### config.mk
export PLATFORM = sky130hd
export DESIGN_NAME = uart_tx_scheduler_flat
export DESIGN_NICKNAME = d
export VERILOG_FILES = /design/src/rtl/uart_sched_pkg.sv /design/src/rtl/uart_tx_scheduler_if.sv /design/src/rtl/rr_arbiter.sv /design/src/rtl/uart_tx_scheduler.sv /design/src/flat_wrapper.sv
export SDC_FILE = /design/constraint.sdc
export NUM_CORES = 1
export LEC_CHECK = 0
export CORE_UTILIZATION = 41
export DETAILED_ROUTE_END_ITERATION = 6
export PLACE_DENSITY = 0.88
export SETUP_SLACK_MARGIN = 0.05
export SLEW_MARGIN = 30
export SYNTH_ARGS = -nofsm -noshare
export SYNTH_HDL_FRONTEND = slang
export SYNTH_HIERARCHICAL = 1
export SYNTH_SLANG_ARGS = --single-unit
### constraint.sdc
create_clock -name clock -period 1.8 [get_ports clock]
set_input_delay 0.36 -clock clock [delete_from_list [all_inputs] [get_ports clock]]
set_output_delay 0.36 -clock clock [all_outputs]
set_load 0.01 [all_outputs]
### src/rtl/uart_sched_pkg.sv
// Shared types and constants for the UART transmit scheduler.
// The CHK state exists only when UART_TX_CHECKSUM_EN is defined.
package uart_sched_pkg;

    localparam int unsigned MAX_REQ  = 8;
    localparam int unsigned IDX_W    = $clog2(MAX_REQ);
    localparam logic [7:0]  CHK_SEED = 8'h00;

`ifdef UART_TX_CHECKSUM_EN
    typedef enum logic [2:0] {StIdle, StLoad, StSend, StWait, StChk} tx_sched_state_t;
`else
    typedef enum logic [2:0] {StIdle, StLoad, StSend, StWait} tx_sched_state_t;
`endif

endpackage

### src/rtl/uart_tx_scheduler_if.sv
// Requester and UART-side handshake bundle for uart_tx_scheduler.
// master: requesters plus UART; slave: the scheduler itself.
interface uart_tx_scheduler_if #(
    parameter int unsigned NUM_REQ = 2
);

    logic [NUM_REQ-1:0]   req_valid;
    logic [8*NUM_REQ-1:0] req_data;
    logic [NUM_REQ-1:0]   req_last;
    logic [NUM_REQ-1:0]   req_ready;
    logic                 tx_start;
    logic [7:0]           tx_data;
    logic                 tx_done;
    logic [NUM_REQ-1:0]   grant;
    logic                 busy;

    modport master (
        output req_valid, req_data, req_last, tx_done,
        input  req_ready, tx_start, tx_data, grant, busy
    );

    modport slave (
        input  req_valid, req_data, req_last, tx_done,
        output req_ready, tx_start, tx_data, grant, busy
    );

endinterface

### src/rtl/rr_arbiter.sv
// Combinational round-robin pick: first set request searching upward
// from last_grant+1, wrapping to the lowest index.
module rr_arbiter
    import uart_sched_pkg::*;
#(
    parameter int unsigned NUM_REQ = 2
) (
    input  logic [NUM_REQ-1:0] req,
    input  logic [IDX_W-1:0]   last_grant,
    output logic [NUM_REQ-1:0] pick
);

    logic [NUM_REQ-1:0] pick_lo;
    logic [NUM_REQ-1:0] pick_hi;

    // Descending scan so the lowest qualifying index wins in each half.
    always_comb begin
        pick_lo = '0;
        pick_hi = '0;
        for (int i = NUM_REQ - 1; i >= 0; i--) begin
            if (req[i]) begin
                pick_lo    = '0;
                pick_lo[i] = 1'b1;
            end
            if (req[i] && (i > int'(last_grant))) begin
                pick_hi    = '0;
                pick_hi[i] = 1'b1;
            end
        end
        pick = (|pick_hi) ? pick_hi : pick_lo;
    end

endmodule

### src/rtl/uart_tx_scheduler.sv
// Round-robin packet scheduler feeding one UART transmitter byte by byte.
// Define UART_TX_CHECKSUM_EN to append an XOR checksum byte to every packet.
module uart_tx_scheduler
    import uart_sched_pkg::*;
#(
    parameter int unsigned NUM_REQ = 2
) (
    input logic                clock,
    input logic                reset,
    uart_tx_scheduler_if.slave bus
);

    tx_sched_state_t    state_q, state_d;
    logic [NUM_REQ-1:0] grant_q, grant_d;
    logic [IDX_W-1:0]   last_grant_q, last_grant_d;
    logic [7:0]         tx_data_q, tx_data_d;
    logic               last_flag_q, last_flag_d;
`ifdef UART_TX_CHECKSUM_EN
    logic [7:0]         chk_q, chk_d;
    // 0: checksum loaded, 1: start pulse, 2: wait for tx_done
    logic [1:0]         chk_phase_q, chk_phase_d;
`endif

    logic [NUM_REQ-1:0] pick;
    logic [IDX_W-1:0]   pick_idx;
    logic               own_valid;
    logic               own_last;
    logic [7:0]         own_data;

    rr_arbiter #(
        .NUM_REQ(NUM_REQ)
    ) u_arb (
        .req       (bus.req_valid),
        .last_grant(last_grant_q),
        .pick      (pick)
    );

    always_comb begin : owner_mux
        pick_idx  = '0;
        own_valid = 1'b0;
        own_last  = 1'b0;
        own_data  = '0;
        for (int i = 0; i < NUM_REQ; i++) begin
            if (pick[i]) begin
                pick_idx = IDX_W'(i);
            end
            if (grant_q[i]) begin
                own_valid = bus.req_valid[i];
                own_last  = bus.req_last[i];
                own_data  = bus.req_data[8*i +: 8];
            end
        end
    end

    always_ff @(posedge clock or negedge reset) begin : fsm_reg
        if (!reset) begin
            state_q      <= StIdle;
            grant_q      <= '0;
            last_grant_q <= IDX_W'(NUM_REQ - 1);
            tx_data_q    <= '0;
            last_flag_q  <= 1'b0;
`ifdef UART_TX_CHECKSUM_EN
            chk_q        <= CHK_SEED;
            chk_phase_q  <= 2'd0;
`endif
        end else begin
            state_q      <= state_d;
            grant_q      <= grant_d;
            last_grant_q <= last_grant_d;
            tx_data_q    <= tx_data_d;
            last_flag_q  <= last_flag_d;
`ifdef UART_TX_CHECKSUM_EN
            chk_q        <= chk_d;
            chk_phase_q  <= chk_phase_d;
`endif
        end
    end

    always_comb begin : fsm_next
        state_d      = state_q;
        grant_d      = grant_q;
        last_grant_d = last_grant_q;
        tx_data_d    = tx_data_q;
        last_flag_d  = last_flag_q;
`ifdef UART_TX_CHECKSUM_EN
        chk_d        = chk_q;
        chk_phase_d  = chk_phase_q;
`endif
        unique case (state_q)
            StIdle: begin
                if (|bus.req_valid) begin
                    grant_d      = pick;
                    last_grant_d = pick_idx;
`ifdef UART_TX_CHECKSUM_EN
                    chk_d        = CHK_SEED;
`endif
                    state_d      = StLoad;
                end
            end
            StLoad: begin
                // The owner may stall indefinitely; the grant is held meanwhile.
                if (own_valid) begin
                    tx_data_d   = own_data;
                    last_flag_d = own_last;
`ifdef UART_TX_CHECKSUM_EN
                    chk_d       = chk_q ^ own_data;
`endif
                    state_d     = StSend;
                end
            end
            StSend: begin
                state_d = StWait;
            end
            StWait: begin
                if (bus.tx_done) begin
                    if (!last_flag_q) begin
                        state_d = StLoad;
                    end else begin
`ifdef UART_TX_CHECKSUM_EN
                        tx_data_d   = chk_q;
                        chk_phase_d = 2'd0;
                        state_d     = StChk;
`else
                        grant_d     = '0;
                        state_d     = StIdle;
`endif
                    end
                end
            end
`ifdef UART_TX_CHECKSUM_EN
            StChk: begin
                unique case (chk_phase_q)
                    2'd0: chk_phase_d = 2'd1;
                    2'd1: chk_phase_d = 2'd2;
                    default: begin
                        if (bus.tx_done) begin
                            grant_d     = '0;
                            chk_phase_d = 2'd0;
                            state_d     = StIdle;
                        end
                    end
                endcase
            end
`endif
            default: begin
                state_d = StIdle;
            end
        endcase
    end

    always_comb begin : fsm_out
        bus.req_ready = '0;
        bus.tx_start  = 1'b0;
        bus.busy      = (state_q != StIdle);
        bus.tx_data   = tx_data_q;
        bus.grant     = grant_q;
        unique case (state_q)
            StLoad: bus.req_ready = grant_q;
            StSend: bus.tx_start  = 1'b1;
`ifdef UART_TX_CHECKSUM_EN
            StChk:  bus.tx_start  = (chk_phase_q == 2'd1);
`endif
            default: begin
            end
        endcase
    end

endmodule

### src/flat_wrapper.sv
// flat-port wrapper written by rule: the top's interface ports become plain ports
module uart_tx_scheduler_flat import uart_sched_pkg::*;
#(
    parameter int unsigned NUM_REQ = 2
)
  (clock, reset, bus_req_valid, bus_req_data, bus_req_last, bus_tx_done, bus_req_ready, bus_tx_start, bus_tx_data, bus_grant, bus_busy);
  uart_tx_scheduler_if #(.NUM_REQ(NUM_REQ)) bus_i ();
  input logic clock;
  input logic reset;
  input wire logic [$bits(bus_i.req_valid)-1:0] bus_req_valid;
  input wire logic [$bits(bus_i.req_data)-1:0] bus_req_data;
  input wire logic [$bits(bus_i.req_last)-1:0] bus_req_last;
  input wire logic [$bits(bus_i.tx_done)-1:0] bus_tx_done;
  output wire logic [$bits(bus_i.req_ready)-1:0] bus_req_ready;
  output wire logic [$bits(bus_i.tx_start)-1:0] bus_tx_start;
  output wire logic [$bits(bus_i.tx_data)-1:0] bus_tx_data;
  output wire logic [$bits(bus_i.grant)-1:0] bus_grant;
  output wire logic [$bits(bus_i.busy)-1:0] bus_busy;
  assign bus_i.req_valid = bus_req_valid;
  assign bus_i.req_data = bus_req_data;
  assign bus_i.req_last = bus_req_last;
  assign bus_i.tx_done = bus_tx_done;
  assign bus_req_ready = bus_i.req_ready;
  assign bus_tx_start = bus_i.tx_start;
  assign bus_tx_data = bus_i.tx_data;
  assign bus_grant = bus_i.grant;
  assign bus_busy = bus_i.busy;
  uart_tx_scheduler #(.NUM_REQ(NUM_REQ)) u_core (.clock(clock), .reset(reset), .bus(bus_i));
endmodule
==> results of run 1 <==
==> cells by family after synthesis <==
kind of cell	count (synthesis)	synth area share [%]
other	1	0.447
AND/OR/NAND/NOR	13	10.9
adder cells (fa/ha/maj)	5	7.45
multiplexers	14	18.5
flip-flops	14	41.9
AO/OA/AOI/OAI	17	17.3
buffers and inverters	8	3.58
==> metal layers <==
layer | up-vias | track usage, %
li1 | 347 | -
met2 | 21 | 32.1
met5 | - | 0
met4 | 0 | 8.57
met1 | 352 | 24.9
met3 | 2 | 2.69
==> cells in the final DEF, fill, tap and decap left out, types with 2 or more instances in the layout <==
cell / n
conb_1: 2
a22o_1: 7
inv_1: 5
clkbuf_4: 3
nor2b_1: 3
nand2_1: 3
mux2_2: 12
dfrtp_2: 2
clkbuf_2: 2
dlygate4sd2_1: 2
ha_1: 3
clkdlybuf4s50_1: 32
dfrtp_1: 11
buf_4: 4
o21ai_0: 2
and2_1: 2
mux2i_1: 2
==> metrics by stage <==
| stage | hold slack (ps) | instances |
|---|---|---|
| 2_1_floorplan | 64.4 | 73 |
| 3_3_place_gp | 491 | 138 |
| 3_5_place_dp | 497 | 138 |
| 4_1_cts | 371 | 143 |
| 5_1_grt | 381 | 143 |
| 6_report | 356 | 143 |
==> worst max-delay path, cell delays in order, from the launching register on <==
cell and delay [ps]:
dfrtp_1 400, inv_1 140, ha_4 180, nor3b_1 450, a221oi_2 90, mux2_2 300
==> power groups by stage <==
stage,Clock [W],Sequential (W),Combinational (W)
floorplan,0,0.000593,0.000557
global placement,0,0.000568,0.000995
detailed placement,0,0.000571,0.00102
CTS,0.000226,0.000562,0.00104
global route,0.000240,0.000585,0.00116
finish,0.000223,0.000565,0.00107
==> layout make-up <==
type	count	area (µm²)
Sequential cell	14	354
Timing Repair Buffer	41	398
Tap cell	27	33.8
Clock buffer	4	36.3
Multi-Input combinational cell	51	480
Inverter	6	22.5
Fill cell	161	617
==> cells in the mapped netlist, drive strengths merged <==
library cell and instances:
a22oi 1, nand3b 1, a21oi 2, nand3 1, o21a 1, inv 6
a221oi 1, nor3 1, nor2b 3, nand2 3, dfstp 1, a211oi 1
nand2b 1, dfrtp 13, a21boi 2, o21ai 2, ha 5, mux2i 2
clkbuf 2, and2 2, conb 1, a22o 7, nor3b 1, mux2 12
==> sequential cells by signal (all words and copies together), names as in the netlist <==
name,cells
u_core/bus.tx_data,8
u_core/last_flag_q,1
u_core/last_grant_q,1
u_core/state_q,2
u_core/bus.grant,2
==> repair_timing <==
item | 4_1_cts | 5_1_grt
resized for setup | 8 | 7
setup endpoints to repair | 4 | 7
hold endpoints to repair | 0 | 0
setup buffers | 1 | 0
hold buffers | 0 | 0
==> worst paths after layout <==
kind,start,endpoint,slack [ps],depth (start not counted)
worst max register to register,u_core/state_q[0],u_core/state_q[1],130,5
worst max-delay path,u_core/state_q[0],u_core/state_q[1],130,5
max in group asynchronous,reset,u_core/bus.grant[1],1000,2
worst min register to register,u_core/bus.tx_data[7],u_core/bus.tx_data[7],510,1
worst min-delay path,reset,u_core/state_q[0],360,1
min in group clock,u_core/bus.tx_data[7],u_core/bus.tx_data[7],510,1
==> flow_metrics.py, run 1 <==
metrics = {
    "outcome": {
        "outcome": "finished, final reports clean",
    },
    "die": {
        "io_pins": 37,
        "dieWidth_um": 47.3,
        "die_area_um2": 2230,
        "fp.dieH_um": 47.3,
        "core_area_um2": 1940,
        "start_util_pct": 43.2,
        "rows": 16,
    },
    "logic_synthesis": {
        "synth_top_area_share_pct": 38.7,
        "synth_top_area_cell": "dfrtp_1",
        "synth.area.top_cells": "dfrtp_1 39%, mux2_2 16%, ha_1 7.5%",
        "ys_warn_count": 6,
        "ys_seq_area_share_pct": 41.9,
        "syn_avg_cell_area_um2": 11.7,
        "syn_area_um2": 840,
        "syn_inst": 72,
        "ys_ff_latch": 14,
        "synth_cell_types": 25,
    },
    "finish": {
        "fin_util_pct": 68.2,
        "stdcell_area_um2": 1330,
        "fin_nets": 145,
        "drive_above_1_share_pct": 29.3,
        "insertedDiodeCount": 0,
        "area_growth_pct": 57.8,
    },
    "power_and_ir_drop": {
        "power.total_w": 0.00186,
        "ir_worst_vdd_uv": 902,
        "seqPwrFrac_pct": 30.4,
        "p_clk_share_pct": 12.0,
        "swShare_pct": 35.2,
        "leakagePower_nw": 0.587,
        "comb_power_share_pct": 57.5,
        "p_per_area_nw_per_um2": 1400,
        "intPower_w": 0.00120,
        "p_sw_w": 0.000653,
    },
    "sta": {
        "period_needed_ps": 1670,
        "rsz0062_at_grt": "no",
        "max_slew_margin_pct": 59.5,
        "hold_violations": 0,
        "setup_tns_ps": 0,
        "worstMarginPinSlew_ps": 607,
        "setup_slack_ps": 129,
        "maxSlewViolCount": 0,
        "period_share_pct": 92.8,
        "report.final.setup_viol": 0,
        "fmax_mhz": 598,
        "finClkSkew_ps": 4.04,
    },
    "setup_path": {
        "path_max_fanout": 5,
        "crit_required_ps": 1960,
        "crit_type": "reg2reg",
        "endpoint_kind": "flip-flop",
        "worstPathArrival_ps": 1840,
        "startpoint_type": "flip-flop",
    },
    "routing": {
        "vias": 722,
        "drtIter0Drc": 6,
        "wl_per_cell_um": 13.0,
        "vias_per_cell": 5.05,
        "finalWirelength_um": 1860,
        "top_layer": "met4",
        "antenna_left": 0,
        "wl_met3_um": 55,
        "drc_errors": 0,
        "met1_length_um": 824,
        "dr.pass1.iters": 4,
        "wl_met2_um": 963,
    },
    "place": {
        "io_buffer_count": 36,
        "dp_hpwl_um": 1400,
        "place.gp.congestion": 0.772,
        "postPlaceCellArea_um2": 1270,
        "place_ws_ps": -46.2,
    },
    "cts": {
        "path_clk_slew_ps": 90,
        "ctsLongestPathBuffers": 2,
        "h-tree-depth": 1,
        "cts_buffers": 3,
        "ctsRootBufferMaster": "clkbuf_4",
        "clock_latency_ps": 270,
        "clock-sinks": 14,
        "cts_tree": "built",
    },
    "global_route": {
        "antenna_found_initial": 0,
        "grt_max_degree": 11,
        "track_usage_pct": 19.3,
        "grt_pass1_vias": 683,
        "overflow": 0,
        "grt_pass1_wl_um": 2980,
    },
    "flow_run": {
        "cap_violations": 0,
    },
    "min_path": {
        "hold_class": "in2async",
    },
}
No activity file was read; power rests on OpenSTA's default activity.
==> run 2: changes to the inputs <==
CAP_MARGIN = 15   (was not set)
CORE_UTILIZATION = 43   (was 41)
CTS_BUF_LIST = sky130_fd_sc_hd__clkbuf_2 sky130_fd_sc_hd__clkbuf_4 sky130_fd_sc_hd__clkbuf_8   (was not set)
PLACE_DENSITY = 0.91   (was 0.88)
==> run 2 against run 1 <==
Compared with the run above:
- utilization is 8.7 points higher
- sequential power barely moved
- fmax shrank 2.6%
- clock skew grew 3.1 ps
- non-clock buffer count rose by 4
- worst setup slack worse by 45 ps
- critical path depth is 1 higher
- combinational power rose by 10%
- critical path type unchanged
- critical endpoint is now u_core/bus.grant[0]
- largest cell class unchanged
==> flow_metrics.py, run 2 (synthesis gave the netlist of run 1 again) <==
metrics = {
    "sta": {
        "hold_violations": 0,
        "period_share_pct": 95.3,
        "hold_ws_ps": 383,
        "setup_tns_ps": 0,
        "setup_slack_ps": 83.8,
        "finClkSkew_ps": 7.11,
        "period_needed_ps": 1720,
        "report.final.setup_viol": 0,
        "maxSlewViolCount": 0,
        "fmax_mhz": 583,
        "rsz0062_at_grt": "no",
    },
    "die": {
        "io_pins": 37,
        "rows": 15,
        "fp.dieH_um": 46.2,
        "die_area_um2": 2130,
        "core_area_um2": 1780,
        "dieWidth_um": 46.2,
        "start_util_pct": 47.1,
    },
    "finish": {
        "final_common_cell": "clkdlybuf4s50_1",
        "largest_register_ffs": 8,
        "finalNonFillerCells": 145,
        "area_growth_pct": 63.3,
        "drive_above_1_share_pct": 33.3,
        "insertedDiodeCount": 0,
        "fin_nets": 149,
        "most-common-layout-cells": "32 x clkdlybuf4s50_1, 12 x mux2_2, 11 x dfrtp_1, 8 x buf_4, 7 x a22o_1",
        "nFillCells": 117,
    },
    "cts": {
        "cts_tree": "built",
        "hold_buffers": 0,
        "clock-sinks": 14,
        "clock_latency_ps": 290,
        "ctsRootBufferMaster": "clkbuf_4",
        "cts_buffers": 3,
        "path_clk_slew_ps": 100,
        "ctsLongestPathBuffers": 2,
        "h-tree-depth": 1,
    },
    "flow_run": {
        "cap_violations": 0,
    },
    "place": {
        "place_ws_ps": -31.4,
        "place.gp.congestion": 0.888,
        "dp.cells": 138,
        "dp_hpwl_um": 1520,
        "io_buffer_count": 36,
    },
    "routing": {
        "drc_errors": 0,
        "drtIter0Drc": 6,
        "vias": 727,
        "wl_per_cell_um": 15.4,
        "vias_per_cell": 5.01,
        "finalWirelength_um": 2240,
        "dr.pass1.iters": 4,
        "antenna_left": 0,
    },
    "global_route": {
        "track_usage_pct": 22.7,
        "antenna_found_initial": 0,
        "overflow": 0,
        "grt_pass1_wl_um": 3260,
        "grt_pass1_vias": 710,
        "grt_max_degree": 15,
    },
    "power_and_ir_drop": {
        "leakagePower_nw": 0.609,
        "ir_worst_vdd_uv": 798,
        "p_per_area_nw_per_um2": 1450,
    },
    "setup_path": {
        "reg2reg_setup_slack_ps": 80,
        "crit_required_ps": 1980,
        "worstPathArrival_ps": 1890,
        "path_max_fanout": 6,
        "startpoint_type": "flip-flop",
        "endpoint_kind": "flip-flop",
        "worst_r2r_path_depth": 6,
        "crit_type": "reg2reg",
    },
    "min_path": {
        "hold_class": "in2async",
    },
    "outcome": {
        "outcome": "finished, final reports clean",
    },
}
## run 2: area by class of cell
cell class                 instances  area (µm²)  area share (%)
sequential                        14         354            25.8
inverter                           6        22.5            1.64
tap                               25        31.3            2.28
multi-input combinational         51         499            36.4
clock buffer                       4        36.3            2.65
timing repair buffer              45         428            31.2
## run 2: worst max-delay path: stages, from the launching register on
cell and delay (ps):
dfrtp_1 400, buf_4 140, buf_4 140, ha_4 180, nand2b_1 160, a21oi_2 210, mux2_2 370
## run 2: what timing repair did
| item | in CTS | in global routing |
|---|---|---|
| setup endpoints to repair | 5 | 6 |
| gates resized for setup | 10 | 8 |
| pin swaps | 1 | 1 |
| cloned | 0 | 0 |
| setup buffers | 3 | 0 |
## run 2: path summary, 6_finish.rpt
| path | from | endpoint |
|---|---|---|
| setup reg to reg | u_core/state_q[0] | u_core/bus.grant[0] |
| hold reg to reg | u_core/bus.tx_data[2] | u_core/bus.tx_data[2] |
| min in group clock | u_core/bus.tx_data[2] | u_core/bus.tx_data[2] |
| hold / removal | reset | u_core/bus.tx_data[6] |
| max in group asynchronous | reset | u_core/last_grant_q[0] |
| setup / recovery | u_core/state_q[0] | u_core/bus.grant[0] |
## run 2: metrics by stage
| step | power (W) | area, µm² | utilization [%] |
|---|---|---|---|
| after floorplan | 0.00115 | 843 | - |
| after global placement | 0.00159 | 1280 | 72.1 |
| after detailed placement | 0.00163 | 1280 | 72.1 |
| after CTS | 0.00192 | 1350 | 75.8 |
| after global routing | 0.00211 | 1370 | 76.9 |
| final | 0.00199 | 1370 | 76.9 |
## run 2: power breakdown
part / internal [W] / switching [W]
registers: 0.000459 / 0.000107
clock network: 0.000123 / 0.000118
logic: 0.000691 / 0.000493
## run 2: routing by layer
| layer | global-route usage, % | share of wire (%) |
|---|---|---|
| met2 | 38.9 | 49 |
| met4 | 14.1 | 2.4 |
| met5 | 0 | 0 |
| met1 | 26.9 | 45 |
| met3 | 2.35 | 3.6 |
==> run 3: changes to the inputs <==
RECOVER_POWER = 50   (was not set)
SLEW_MARGIN = not set   (was 30)
==> run 3 against run 2 <==
Compared with the run above:
- non-clock buffer count unchanged
- via count up 1.7%
- worst setup slack worse by 7.9 ps
- register-to-register slack about the same
- clock skew up 1.2 ps
==> flow_metrics.py, run 3 (synthesis gave the netlist of run 1 again) <==
metrics = {
    "sta": {
        "rsz0062_at_grt": "no",
        "report.final.setup_viol": 0,
        "hold_violations": 0,
        "maxSlewViolCount": 0,
        "fmax_mhz": 580,
        "max_slew_margin_pct": 48.6,
        "setup_slack_ps": 75.9,
        "finClkSkew_ps": 8.33,
        "worstMarginPinSlew_ps": 771,
        "period_needed_ps": 1720,
        "period_share_pct": 95.8,
    },
    "outcome": {
        "outcome": "finished, final reports clean",
    },
    "routing": {
        "drc_errors": 0,
        "finalWirelength_um": 2230,
        "dr.pass1.iters": 4,
        "drtIter0Drc": 7,
        "vias_per_cell": 5.10,
        "antenna_left": 0,
        "vias": 739,
        "wl_per_cell_um": 15.4,
    },
    "finish": {
        "most-common-layout-cells": "28 x clkdlybuf4s50_1, 12 x mux2_2, 11 x dfrtp_1, 7 x a22o_1, 6 x buf_4",
        "insertedDiodeCount": 0,
        "largest_register_ffs": 8,
        "finalNonFillerCells": 145,
        "final_common_cell": "clkdlybuf4s50_1",
        "stdcell_area_um2": 1360,
        "fin_nets": 149,
        "drive_above_1_share_pct": 31.7,
        "multiInputGateArea_um2": 488,
        "area_growth_pct": 61.5,
        "nFillCells": 119,
        "seq_area_um2": 354,
    },
    "power_and_ir_drop": {
        "ir_worst_vdd_uv": 786,
        "comb_power_share_pct": 59.0,
        "swShare_pct": 36.1,
        "intPower_w": 0.00125,
        "leakagePower_nw": 0.606,
        "p_sw_w": 0.000709,
        "power.total_w": 0.00196,
        "p_clk_share_pct": 12.3,
        "p_per_area_nw_per_um2": 1450,
        "seqPwrFrac_pct": 28.8,
    },
    "cts": {
        "path_clk_slew_ps": 100,
        "h-tree-depth": 1,
        "ctsLongestPathBuffers": 2,
        "cts_buffers": 3,
        "cts_tree": "built",
        "hold_buffers": 0,
        "clock_latency_ps": 290,
        "ctsRootBufferMaster": "clkbuf_4",
        "clock-sinks": 14,
    },
    "setup_path": {
        "reg2reg_setup_slack_ps": 80,
        "worstReg2RegStart": "u_core/state_q[0]",
        "endpoint_kind": "flip-flop",
        "path_max_fanout": 9,
        "startpoint_type": "flip-flop",
        "startpoint": "u_core/state_q[0]",
        "worstPathArrival_ps": 1900,
        "crit_required_ps": 1980,
        "crit_type": "reg2reg",
    },
    "place": {
        "postPlaceCellArea_um2": 1280,
        "dp.cells": 138,
        "place.gp.congestion": 0.888,
        "dp_hpwl_um": 1520,
        "place_ws_ps": -31.4,
        "io_buffer_count": 36,
    },
    "global_route": {
        "antenna_found_initial": 0,
        "grt_pass1_vias": 710,
        "grt_max_degree": 15,
        "track_usage_pct": 22.7,
        "grt_pass1_wl_um": 3260,
        "overflow": 0,
    },
    "die": {
        "fp.dieH_um": 46.2,
        "die_area_um2": 2130,
        "rows": 15,
        "dieWidth_um": 46.2,
        "start_util_pct": 47.1,
        "core_area_um2": 1780,
        "io_pins": 37,
    },
    "flow_run": {
        "cap_violations": 0,
    },
    "min_path": {
        "hold_path.startpoint": "u_core/bus.tx_data[2]",
        "hold_class": "reg2reg",
    },
}
-- run 3: final cells by class --
type	count	area share [%]
Inverter	6	1.66
Clock buffer	4	2.68
Sequential cell	14	26.1
Multi-Input combinational cell	51	36.0
Timing Repair Buffer	45	31.3
Tap cell	25	2.31
-- run 3: power groups by stage --
stage	Sequential, W	Combinational (W)	Clock (W)
after global routing	0.000581	0.00125	0.000253
after detailed placement	0.000563	0.00106	0
after floorplan	0.000593	0.000557	0
after global placement	0.000558	0.00104	0
final	0.000564	0.00116	0.000240
after CTS	0.000558	0.00112	0.000245
-- run 3: final timing paths --
check / end / cells after the start
worst max-delay path: u_core/bus.tx_data[4] / 6
worst min-delay path: u_core/bus.tx_data[2] / 1
worst max register to register: u_core/bus.tx_data[4] / 6
worst min register to register: u_core/bus.tx_data[2] / 1
max in group asynchronous: u_core/bus.grant[0] / 2
min in group asynchronous: u_core/bus.tx_data[6] / 2
-- run 3: what timing repair did --
action,CTS,global route
pin swaps,1,1
gates cloned,0,0
buffers inserted,3,0
endpoints found under the setup margin,5,6
gates resized for setup,10,8
-- run 3: routing by layer --
metal / GRT usage, % / up-vias / share of wire, %
li1: - / 351 / -
met5: 0 / - / 0
met1: 26.9 / 356 / 44
met2: 38.9 / 28 / 49
met4: 14.1 / 0 / 2.4
met3: 2.35 / 4 / 4.3
-- run 3: per-stage QoR --
stage	hold WS (ps)	utilization (%)	TNS, ps
floorplan	64.4	-	0
global placement	489	72.1	-10.1
detailed placement	495	72.1	-33.5
CTS	399	75.8	0
global route	528	76.1	0
finish	508	76.1	0
-- run 3: worst max-delay path, stage by stage, from the launching register on --
cell	delay, ps
dfrtp_1	360
clkbuf_4	140
buf_4	120
ha_1	150
a21boi_0	330
buf_12	180
mux2_2	330
